<file path="src/rtl/program_counter.sv">
// Registered next-PC stage: pc_out <= PcIn + (PcSrc ? ImmExt : PC_STEP), modulo 2^DATA_WIDTH.
// Latency: one core clock from input sample to pc_out; async active-low reset to RESET_VECTOR.
// Backpressure: none, the stage updates unconditionally on every rising edge out of reset.
module program_counter #(
  parameter int                       DATA_WIDTH   = 32,
  parameter logic [DATA_WIDTH-1:0]    RESET_VECTOR = '0,
  parameter int                       PC_STEP      = 4
) (
  input  logic                  clk,
  input  logic                  reset,
  input  logic [DATA_WIDTH-1:0] PcIn,
  input  logic                  PcSrc,
  input  logic [DATA_WIDTH-1:0] ImmExt,
  output logic [DATA_WIDTH-1:0] pc_out
);

  logic [DATA_WIDTH-1:0] pc_seq;
  logic [DATA_WIDTH-1:0] pc_tgt;
  logic [DATA_WIDTH-1:0] pc_nxt;

  // Plain modulo adds: carry is dropped, negative offsets walk the PC backward.
  always_comb begin
    pc_seq = PcIn + DATA_WIDTH'(PC_STEP);
    pc_tgt = PcIn + ImmExt;
    pc_nxt = PcSrc ? pc_tgt : pc_seq;
  end

  always_ff @(posedge clk or negedge reset) begin
    if (!reset) begin
      pc_out <= RESET_VECTOR;
    end else begin
      pc_out <= pc_nxt;
    end
  end

endmodule

</file>
<file path="config.mk">
export PLATFORM = sky130hd
export DESIGN_NAME = program_counter
export DESIGN_NICKNAME = d
export VERILOG_FILES = /design/src/rtl/program_counter.sv
export SDC_FILE = /design/constraint.sdc
export NUM_CORES = 1
export LEC_CHECK = 0
export ABC_AREA = 1
export CAP_MARGIN = 20
export CORE_MARGIN = 5
export CORE_UTILIZATION = 53
export CTS_BUF_LIST = sky130_fd_sc_hd__clkbuf_8
export CTS_CLUSTER_DIAMETER = 30
export CTS_CLUSTER_SIZE = 30
export DETAILED_ROUTE_END_ITERATION = 6
export PLACE_DENSITY_LB_ADDON = 0.3
export SLEW_MARGIN = 20
export SYNTH_ARGS = -nofsm -noshare
export SYNTH_HDL_FRONTEND = slang
export SYNTH_SLANG_ARGS = --single-unit
</file>
<file path="constraint.sdc">
create_clock -name clk -period 0.8 [get_ports clk]
set_clock_uncertainty 0.15 [all_clocks]
set_input_delay 0.12 -clock clk [delete_from_list [all_inputs] [get_ports clk]]
set_output_delay 0.12 -clock clk [all_outputs]
set_load 0.005 [all_outputs]
</file>
==> PnR_summary.wiki, run 1 <==
{| class="wikitable"
! Metric !! Value
|-
| Core Rows || 32
|-
| Bufs on Longest Clock Path || 2
|-
| Number of clock sinks || 32
|-
| Synth Cell Area || 4267 um^2
|-
| Maximum number of pins on one net before global-route repair || 33
|-
| Stage where the run ended || global routing
|-
| Post-detail-place hpwl || 14960 um
|-
| H-tree depth || 2
|-
| Flip-flop and latch count after synthesis || 32
|-
| GRT worst endpoint || pc_out[28]$_DFF_PN0_/D
|-
| Root buffer selected by CTS || sky130_fd_sc_hd__clkbuf_8
|-
| Number of cells produced by synthesis || 765
|-
| Die Y || 99.72 um
|-
| Number of cells after detailed placement || 1054
|-
| Placer Congestion || 0.9684
|-
| Primary flip-flop cell chosen by synthesis mapping || sky130_fd_sc_hd__dfrtp_1
|-
| Halt Reason || [ERROR DPL-0038] Utilization greater than 100%, impossible to legalize
|-
| Ys async rst share || 100.0%
|-
| Yosys warning total || 0
|-
| Quantity of I/O buffers inserted on ports || 98
|-
| Number of placed I/O pins || 99
|-
| Width of the die || 99.72 um
|-
| Type of pin the worst path ends at || register input
|-
| Result of the run || stopped before the end
|-
| Post-synth EDFFs || 0
|-
| Cell variety after synth || 33
|-
| TritonCTS buffer count || 5
|-
| Effective utilization at floorplan || 54.93%
|-
| Syn nets || 865
|-
| Post-Syn Area per Cell || 5.577 um^2
|-
| Proportion of synthesized chip area in sequential cells || 18.77%
|}
metrics by stage:
step | hold WS [ns] | util (%) | worst slack, ns | area, um^2 | TNS [ns]
floorplan | -0.3256 | - | -0.7039 | 4746 | -17.37
detailed placement | 0.3631 | 84.50 | -1.529 | 6564 | -52.16
global placement | 0.3561 | 84.50 | -1.464 | 6564 | -49.70
CTS | -0.09108 | 96.57 | -0.7105 | 7501 | -24.99
cell usage after synthesis (2+ instances only):
master                     number  area share (%)
sky130_fd_sc_hd__o21bai_1       5            0.88
sky130_fd_sc_hd__buf_2          5            0.59
sky130_fd_sc_hd__nor3_2         2            0.47
sky130_fd_sc_hd__xnor2_1        7             1.4
sky130_fd_sc_hd__nor2_1        72             6.3
sky130_fd_sc_hd__nand3b_1       5            0.88
sky130_fd_sc_hd__nand3_1       53             6.2
sky130_fd_sc_hd__nand2_1      304              27
sky130_fd_sc_hd__inv_2          2            0.18
sky130_fd_sc_hd__nand2_2        3            0.44
sky130_fd_sc_hd__dfrtp_1       32              19
sky130_fd_sc_hd__xor2_1        15             3.1
sky130_fd_sc_hd__o21ai_0       24             2.8
sky130_fd_sc_hd__a21oi_1       34             4.0
sky130_fd_sc_hd__nor2_4         2            0.53
sky130_fd_sc_hd__ha_1          32             9.4
sky130_fd_sc_hd__nand4_1        9             1.3
sky130_fd_sc_hd__nor3_1        12             1.4
sky130_fd_sc_hd__inv_1        132              12
sky130_fd_sc_hd__a21boi_0       2            0.35
logic make-up after synthesis:
logic type	share of synthesized area, %
buffers and inverters	12.46
flip-flops	18.77
XOR/XNOR	4.516
AO/OA/AOI/OAI	8.856
AND/OR/NAND/NOR	45.54
adder cells (fa/ha/maj)	9.853
timing repair:
action	CTS
pin swaps	159
endpoints found under the setup margin	64
endpoints found under the hold margin	2
buffers inserted	21
gates resized for setup	644
==> run 2: changes to the inputs <==
CORE_UTILIZATION = 40   (was 53)
CTS_BUF_LIST = default   (was sky130_fd_sc_hd__clkbuf_8)
CTS_CLUSTER_DIAMETER = default   (was 30)
CTS_CLUSTER_SIZE = default   (was 30)
PLACE_DENSITY_LB_ADDON = 0.15   (was 0.3)
==> PnR_summary.wiki, run 2 <==
{| class="wikitable"
! Metric !! Value
|-
| Result of the run || finished with violations
|-
| Failing checks || design-rule violations, negative hold slack, negative setup slack
|-
| Residual overflow from global routing || 0
|-
| Flip-flop and latch count after synthesis || 32
|-
| Compound-Gate Fraction of Synth Area || 8.856%
|-
| Flip-flop count of the largest register after layout || 32
|-
| TritonCTS clock tree || yes
|-
| Cell area after layout || 7881 um^2
|-
| Worst setup path category || in2reg
|-
| Primary flip-flop cell chosen by synthesis mapping || sky130_fd_sc_hd__dfrtp_1
|-
| Worst min path class || in2reg
|-
| Global router's overall resource usage || 28.43%
|-
| CP required || 0.88 ns
|-
| Detailed-route DRC error count || 2
|-
| Post-synth EDFFs || 0
|-
| Max Cap Viol || 0
|-
| Final Total Pwr || 8.596 mW
|-
| Largest fanout of any net on the critical path || 4
|-
| Core Rows || 37
|-
| Element type at the critical path start || input port
|-
| Final Hold Violating Endpoints || 1
|-
| Global-route wire length before repair || 29020 um
|-
| Area growth, synth to finish || 84.72%
|-
| Area share of and/or/nand/nor cells after synthesis || 45.54%
|-
| Placement-stage worst setup slack || -1.698 ns
|-
| Data arrival time of the worst path || 1.70 ns
|-
| Largest register by flop count || pc_out
|-
| Largest family of logic cells by synthesized area || simple AND/OR/NAND/NOR gates
|-
| Drt pass-1 iters || 7
|-
| Post-synthesis adder-cell area fraction || 9.853%
|-
| Commonest non-fill, non-tap cells in the layout || sky130_fd_sc_hd__nand2_1 (223), sky130_fd_sc_hd__buf_4 (135), sky130_fd_sc_hd__inv_1 (120)
|-
| TritonCTS buffer count || 5
|-
| Number of clock sinks || 32
|-
| Post-Syn Area per Cell || 5.577 um^2
|-
| Vias || 5925
|-
| Hold path cells || 3
|-
| Largest regs || pc_out: 32 flops
|-
| Transition time of the tightest slew-check pin || 0.2999 ns
|-
| Layout cell share with drive strength beyond 1 || 47.00%
|-
| Origin of the worst min-delay path || PcIn[0]
|-
| Synth Cell Area || 4267 um^2
|-
| RSZ-0062 raised after global routing || yes
|-
| Final core utilization || 76.00%
|-
| Most common cell after layout, fill and taps aside || sky130_fd_sc_hd__nand2_1
|-
| Effective utilization at floorplan || 41.14%
|-
| Ys async rst share || 100.0%
|-
| Width of the die || 113.3 um
|-
| Leakage power figure || 4.060 nW
|-
| Hold WS || -0.1298 ns
|-
| Maximum number of pins on one net before global-route repair || 33
|-
| Number of placed I/O pins || 99
|-
| Worst-case vdd ir drop || 873.8 uV
|-
| Count of antenna-violating nets left after detailed routing || 0
|-
| Wire length per cell || 16.13 um
|-
| Fin crit share || 202.8%
|-
| Total Nets Final || 1116
|-
| First DRT Iteration DRCs || 580
|-
| Power density cells || 1091 nW/um^2
|-
| Post-detailed-route via-to-cell ratio || 5.139
|-
| Number of cells produced by synthesis || 765
|-
| FF/Latch Area || 800.8 um^2
|-
| Root buffer selected by CTS || sky130_fd_sc_hd__clkbuf_8
|-
| Aggregate routed wire length || 18600 um
|-
| Floorplan core area || 10370 um^2
|-
| Final number of max-transition violations || 0
|-
| Xor-xnor portion of the synthesized cell area || 4.516%
|-
| Slack of the critical path || -0.8227 ns
|-
| Syn nets || 865
|-
| Number of inserted filler cells in the final layout || 766
|-
| Count of non-filler cells in the finished layout || 1153
|-
| Cell type with the highest aggregate area in the netlist || sky130_fd_sc_hd__nand2_1
|-
| CTS clk-pin slew, worst paths || 0.08 ns
|-
| Count of final setup violators || 63
|-
| Multi-input logic area || 4328 um^2
|-
| Worst-case headroom to the max-slew limit || 79.92%
|-
| Quantity of I/O buffers inserted on ports || 98
|-
| Area share of the largest cell type after synthesis || 26.74%
|-
| Leading cell types by total area after synthesis || sky130_fd_sc_hd__nand2_1 (27%), sky130_fd_sc_hd__dfrtp_1 (19%), sky130_fd_sc_hd__inv_1 (12%)
|-
| Clock period minus worst slack || 1.623 ns
|-
| Post-detail-place hpwl || 14510 um
|-
| Placer Congestion || 0.9385
|-
| Maximum clock frequency || 616.2 MHz
|-
| H-tree depth || 2
|-
| Setup crit end kind || register
|-
| Die Y || 113.3 um
|-
| Most frequently used cell type in the post-synthesis netlist || sky130_fd_sc_hd__nand2_1
|-
| Bufs on Longest Clock Path || 2
|-
| Ranking of synthesized cells by instance count || sky130_fd_sc_hd__nand2_1 (304), sky130_fd_sc_hd__inv_1 (132), sky130_fd_sc_hd__nor2_1 (72)
|-
| Full die area || 12830 um^2
|-
| Antenna diode count || 0
|-
| Dpl cell area || 6877 um^2
|-
| Endpoint with the worst hold slack || pc_out[0]
|-
| Proportion of synthesized area in mux cells || 0%
|-
| Number of cells after detailed placement || 1119
|-
| Antenna violations before repair || 0
|-
| Proportion of synthesized chip area in sequential cells || 18.77%
|-
| Cell variety after synth || 33
|-
| Yosys warning total || 0
|-
| Vias in the first global route || 5764
|}
==> run 2: cell counts after synthesis <==
No cell type changed its count.
==> run 2: how the worst max path moves through the flow <==
stage,start,end
final,ImmExt[0],pc_out[24]
after global routing,ImmExt[0],pc_out[30]
after CTS,ImmExt[0],pc_out[28]
after detailed placement,PcIn[0],pc_out[8]
after global placement,PcIn[0],pc_out[8]
after floorplan,PcIn[0],pc_out[20]
==> run 2: metrics by stage <==
step                hold WS (ns)  setup TNS (ns)
global placement          0.3557          -52.93
CTS                      -0.1275          -28.04
global route             -0.1112          -31.23
detailed placement        0.3536          -53.71
finish                   -0.1298          -28.56
floorplan                -0.3256          -17.37
==> run 2: area by class of cell <==
class                   count  area share (%)
repair buffers            250           24.99
multi-input cells         593           54.91
well taps                 136           2.159
clock inverters             2          0.4445
clock buffers               6          0.9208
flip-flops and latches     32           10.16
inverters                 134           6.414
==> run 2: critical path, stage by stage <==
cell and delay [ns]:
sky130_fd_sc_hd__buf_6 0.10, sky130_fd_sc_hd__ha_4 0.15, sky130_fd_sc_hd__fa_2 0.36, sky130_fd_sc_hd__buf_6 0.13
sky130_fd_sc_hd__nand3_4 0.06, sky130_fd_sc_hd__nand3_4 0.13, sky130_fd_sc_hd__nand2_4 0.10, sky130_fd_sc_hd__nand3_4 0.10
sky130_fd_sc_hd__nand2_2 0.10, sky130_fd_sc_hd__nand3_1 0.07, sky130_fd_sc_hd__nand2_1 0.07, sky130_fd_sc_hd__nand3_2 0.11
sky130_fd_sc_hd__nand2_1 0.09
==> run 2: logic make-up (layout without fill, tap and decap cells) <==
| family | Yosys count | in the layout |
|---|---|---|
| simple gates | 468 | 468 |
| buf+inv | 140 | 392 |
| compound gates | 70 | 70 |
| fa+ha+maj | 33 | 33 |
| flops | 32 | 32 |
| xor+xnor | 22 | 22 |
==> run 2: layer usage <==
layer | GRT usage (%) | wire length (um) | vias to the layer above
li1 | - | - | 2882
met1 | 39.39 | 7987 | 2764
met2 | 47.24 | 8796 | 251
met3 | 3.048 | 1498 | 28
met4 | 7.212 | 318 | 0
met5 | 0 | 0 | -
==> run 2: what timing repair did <==
item / 4_1_cts / 5_1_grt
setup buffers: 23 / 4
setup endpoints to repair: 64 / 63
gates resized for setup: 491 / 80
pin swaps: 112 / 32
endpoints found under the hold margin: 1 / 1
==> run 2: power by group <==
group / leakage (nW) / internal (mW) / switching (mW)
clock network: 0.0552 / 0.927 / 0.729
registers: 0.380 / 1.81 / 0.0622
logic: 3.63 / 2.33 / 2.73
total: 4.06 / 5.07 / 3.52
(Power assumes the default switching activity.)
==> run 3: changes to the inputs <==
CORE_MARGIN = 2   (was 5)
==> PnR_summary.wiki, run 3 (synthesized netlist as in run 2, its figures left out) <==
{| class="wikitable"
! Metric !! Value
|-
| Result of the run || finished with violations
|-
| Failing checks || negative hold slack, negative setup slack
|-
| Data arrival time of the worst path || 1.64 ns
|-
| Worst-case vdd ir drop || 668.7 uV
|-
| Max Cap Viol || 0
|-
| Vias || 6486
|-
| Slack of the critical path || -0.8189 ns
|-
| H-tree depth || 2
|-
| Commonest non-fill, non-tap cells in the layout || sky130_fd_sc_hd__nand2_1 (183), sky130_fd_sc_hd__buf_4 (129), sky130_fd_sc_hd__inv_1 (113)
|-
| Element type at the critical path start || input port
|-
| TritonCTS buffer count || 5
|-
| Area growth, synth to finish || 97.68%
|-
| Number of placed I/O pins || 99
|-
| CP required || 0.82 ns
|-
| Total Nets Final || 1115
|-
| Post-detailed-route via-to-cell ratio || 5.630
|-
| Number of clock sinks || 32
|-
| Effective utilization at floorplan || 41.33%
|-
| Die Y || 107.3 um
|-
| Antenna diode count || 0
|-
| TritonCTS clock tree || yes
|-
| Quantity of I/O buffers inserted on ports || 98
|-
| Residual overflow from global routing || 0
|-
| Worst min path class || in2reg
|-
| Drt pass-1 iters || 5
|-
| Power density cells || 1101 nW/um^2
|-
| Worst-case headroom to the max-slew limit || 77.56%
|-
| Maximum number of pins on one net before global-route repair || 33
|-
| Final Hold Violating Endpoints || 2
|-
| Number of inserted filler cells in the final layout || 626
|-
| Bufs on Longest Clock Path || 2
|-
| Leakage power figure || 4.261 nW
|-
| Global router's overall resource usage || 35.54%
|-
| Wire length per cell || 20.26 um
|-
| Most common cell after layout, fill and taps aside || sky130_fd_sc_hd__nand2_1
|-
| CTS clk-pin slew, worst paths || 0.07 ns
|-
| First DRT Iteration DRCs || 702
|-
| Placer Congestion || 0.9405
|-
| Sum of negative setup slack || -28.32 ns
|-
| Antenna violations before repair || 0
|-
| Root buffer selected by CTS || sky130_fd_sc_hd__clkbuf_8
|-
| Flip-flop count of the largest register after layout || 32
|-
| Largest register by flop count || pc_out
|-
| Layout cell share with drive strength beyond 1 || 54.53%
|-
| Detailed-route DRC error count || 0
|-
| Largest fanout of any net on the critical path || 4
|-
| Aggregate routed wire length || 23340 um
|-
| Hold WS || -0.1073 ns
|-
| Clock period minus worst slack || 1.619 ns
|-
| Count of final setup violators || 63
|-
| Vias in the first global route || 6128
|-
| Count of antenna-violating nets left after detailed routing || 0
|-
| Worst setup path category || in2reg
|-
| Maximum clock frequency || 617.7 MHz
|-
| Fin crit share || 202.4%
|-
| RSZ-0062 raised after global routing || yes
|-
| Final number of max-transition violations || 0
|-
| Post-detail-place hpwl || 14510 um
|-
| Setup crit end kind || register
|-
| Full die area || 11510 um^2
|-
| Core Rows || 37
|-
| Width of the die || 107.3 um
|-
| Global-route wire length before repair || 31570 um
|-
| Largest regs || pc_out: 32 flops
|-
| Floorplan core area || 10320 um^2
|-
| Transition time of the tightest slew-check pin || 0.3340 ns
|}
run 3: final cells by class:
cell class	instances	area, um^2	share of cell area [%]
inverters	134	515.5	6.112
well taps	136	170.2	2.018
repair buffers	249	2088	24.76
flip-flops and latches	32	800.8	9.494
multi-input cells	593	4748	56.30
clock inverters	3	42.54	0.5044
clock buffers	5	68.82	0.8159
run 3: repair_timing:
item,CTS,global route
resized for setup,660,100
buffers inserted,30,10
hold endpoints to repair,2,3
pin swaps,180,64
gates cloned,2,0
setup endpoints to repair,64,63
run 3: power by group:
group	switching [mW]	internal [mW]
combinational	3.28	2.56
clock	0.652	0.922
sequential	0.0605	1.82
total	3.99	5.29
run 3: per-layer routing:
layer,track usage [%],up-vias,wire (um)
met4,13.54,0,1438
met3,5.145,134,2707
met5,0,-,0
met2,58.23,481,10460
li1,-,2883,-
met1,47.21,2988,8731
run 3: worst paths after layout:
path | startpoint | to | cells past startpoint
worst max-delay path | PcIn[27] | pc_out[28] | 11
worst min-delay path | PcIn[0] | pc_out[0] | 3
max in group asynchronous | reset | pc_out[24] | 2
min in group asynchronous | reset | pc_out[9] | 2
run 3: worst max-delay path: stages:
cell,delay [ns]
sky130_fd_sc_hd__dlygate4sd2_1,0.28
sky130_fd_sc_hd__ha_4,0.31
sky130_fd_sc_hd__nand2_1,0.11
sky130_fd_sc_hd__nor2_2,0.15
sky130_fd_sc_hd__nand2_1,0.13
sky130_fd_sc_hd__nor2_2,0.19
sky130_fd_sc_hd__nand2_4,0.07
sky130_fd_sc_hd__nand2_1,0.07
sky130_fd_sc_hd__nand2_1,0.07
sky130_fd_sc_hd__nand3_2,0.08
sky130_fd_sc_hd__nand2_1,0.06
run 3: through the flow:
step | cells | setup slack [ns] | cell area [um^2] | utilization (%) | total power [mW]
floorplan | 765 | -0.7039 | 4746 | - | 3.826
global placement | 1108 | -1.693 | 6794 | 65.81 | 5.898
detailed placement | 1108 | -1.671 | 6794 | 65.81 | 5.950
CTS | 1145 | -0.6920 | 7965 | 77.15 | 8.379
global route | 1152 | -0.8506 | 8434 | 81.70 | 9.658
finish | 1152 | -0.8189 | 8434 | 81.70 | 9.285
==> run 4: changes to the inputs <==
clock period = 1.8 ns   (was 0.8 ns; I/O delays follow)
==> PnR_summary.wiki, run 4 (synthesized netlist as in run 2, its figures left out) <==
{| class="wikitable"
! Metric !! Value
|-
| Antenna diode count || 0
|-
| Total Nets Final || 1104
|-
| Root buffer selected by CTS || sky130_fd_sc_hd__clkbuf_8
|-
| Fin crit share || 98.60%
|-
| Commonest non-fill, non-tap cells in the layout || sky130_fd_sc_hd__nand2_1 (241), sky130_fd_sc_hd__buf_4 (137), sky130_fd_sc_hd__inv_1 (122)
|-
| Aggregate routed wire length || 18110 um
|-
| Quantity of I/O buffers inserted on ports || 98
|-
| Wire length per cell || 15.87 um
|-
| Data arrival time of the worst path || 1.82 ns
|-
| Result of the run || complete, no violations
|-
| Power density cells || 469.7 nW/um^2
|-
| Hold WS || 0.1244 ns
|-
| First DRT Iteration DRCs || 423
|-
| Most common cell after layout, fill and taps aside || sky130_fd_sc_hd__nand2_1
|-
| Post-detailed-route via-to-cell ratio || 4.978
|-
| TritonCTS clock tree || yes
|-
| Flip-flop count of the largest register after layout || 32
|-
| Effective utilization at floorplan || 41.33%
|-
| Vias || 5680
|-
| Count of final setup violators || 0
|-
| Area growth, synth to finish || 74.05%
|-
| Drt pass-1 iters || 5
|-
| Core Rows || 37
|-
| Cell with the largest stage delay on the worst path || sky130_fd_sc_hd__ha_4
|-
| Worst setup path category || in2reg
|-
| Max Cap Viol || 0
|-
| Residual overflow from global routing || 0
|-
| H-tree depth || 2
|-
| CTS clk-pin slew, worst paths || 0.07 ns
|-
| Largest register by flop count || pc_out
|-
| Final Hold Violating Endpoints || 0
|-
| Element type at the critical path start || input port
|-
| Highest cell delay on the worst timing path || 0.31 ns
|-
| Final core utilization || 71.93%
|-
| Global router's overall resource usage || 31.47%
|-
| Setup crit end kind || register
|-
| Detailed-route DRC error count || 0
|-
| Count of antenna-violating nets left after detailed routing || 0
|-
| Floorplan core area || 10320 um^2
|-
| Vias in the first global route || 5421
|-
| RSZ-0062 raised after global routing || yes
|-
| Die Y || 107.3 um
|-
| TritonCTS buffer count || 5
|-
| Maximum number of pins on one net before global-route repair || 33
|-
| Largest fanout of any net on the critical path || 5
|-
| Bufs on Longest Clock Path || 2
|-
| Worst-case vdd ir drop || 326.5 uV
|-
| Cell Chain, Critical Path || dlygate4sd2_1, ha_4, nand2_1, nor2_2, nand2_2, nand3_2, nand2_2, nand2_4, nand2_1, nand2_1, nand2_1, nand3_2, nand2_1
|-
| Final Total Pwr || 3.488 mW
|-
| Layout cell share with drive strength beyond 1 || 35.72%
|-
| Transition time of the tightest slew-check pin || 0.4185 ns
|-
| Post-detail-place hpwl || 14500 um
|-
| Worst-case headroom to the max-slew limit || 72.10%
|-
| Worst min path class || in2reg
|-
| Final number of max-transition violations || 0
|-
| Number of clock sinks || 32
|-
| Largest regs || pc_out: 32 flops
|-
| Width of the die || 107.3 um
|-
| Worst path most repeated cell || sky130_fd_sc_hd__nand2_1
|-
| Maximum clock frequency || 563.5 MHz
|-
| Number of placed I/O pins || 99
|-
| Leakage power figure || 3.893 nW
|-
| Placer Congestion || 0.9930
|-
| Antenna violations before repair || 0
|-
| Clock period minus worst slack || 1.775 ns
|-
| CP required || 1.84 ns
|-
| Global-route wire length before repair || 27740 um
|-
| Full die area || 11510 um^2
|}
==> run 4: changes by cell type in the layout (fill, tap and decap cells not counted), sizes merged <==
| cell | delta |
|---|---|
| buf | -88 |
| bufbuf | -2 |
| bufinv | -1 |
| clkbuf | +22 |
| clkdlybuf4s15 | +1 |
| clkdlybuf4s50 | +34 |
| clkinv | +1 |
| clkinvlp | -1 |
| dlygate4sd2 | +18 |
| dlymetal6s2s | +5 |
==> run 4: through the flow <==
| stage | setup TNS [ns] | setup WS, ns | std cells | cell area [um^2] |
|---|---|---|---|---|
| floorplan | 0 | 0.02289 | 765 | 4274 |
| global route | -0.1707 | -0.06200 | 1141 | 7426 |
| global placement | -17.29 | -0.7171 | 1123 | 6385 |
| detailed placement | -17.96 | -0.7294 | 1123 | 6385 |
| finish | 0 | 0.02528 | 1141 | 7426 |
| CTS | -0.01482 | -0.01482 | 1135 | 7154 |
==> run 4: final cells by class <==
type                       instances  area [um^2]
fill                             860         2898
clock inverter                     2        10.01
multi-input combinational        593         3931
timing repair buffer             238         1923
tap                              136        170.2
clock buffer                       6        82.58
sequential                        32        800.8
inverter                         134        508.0
==> run 4: power by group <==
part / switching [mW] / internal [mW] / total, mW
logic: 1.09 / 0.975 / 2.06
registers: 0.0327 / 0.807 / 0.840
clock network: 0.282 / 0.305 / 0.587
total: 1.40 / 2.09 / 3.49
==> run 4: final timing paths <==
check	startpoint	to	slack, ns	cells after the start
setup / recovery	ImmExt[3]	pc_out[22]	0.03	13
hold / removal	PcIn[1]	pc_out[1]	0.12	3
max in group asynchronous	reset	pc_out[21]	0.97	2
min in group asynchronous	reset	pc_out[15]	0.23	2
==> run 4: layer usage <==
layer,global-route usage (%),vias up,wire (um)
met5,0,-,0
met2,48.19,243,7780
met3,6.356,32,1688
li1,-,2852,-
met1,44.56,2553,8185
met4,9.184,0,451
==> run 4: worst max-delay path: cells and delay by family <==
kind,cells,cell delay [ns]
buffers and inverters,1,0.26
and+or+nand+nor,11,1.00
adders and majority gates,1,0.31
==> run 4: timing repair <==
item / CTS / global route
endpoints found under the setup margin: 29 / 25
buffers inserted: 4 / 6
hold buffers: 0 / 0
pin swaps: 36 / 57
gates resized for setup: 192 / 147
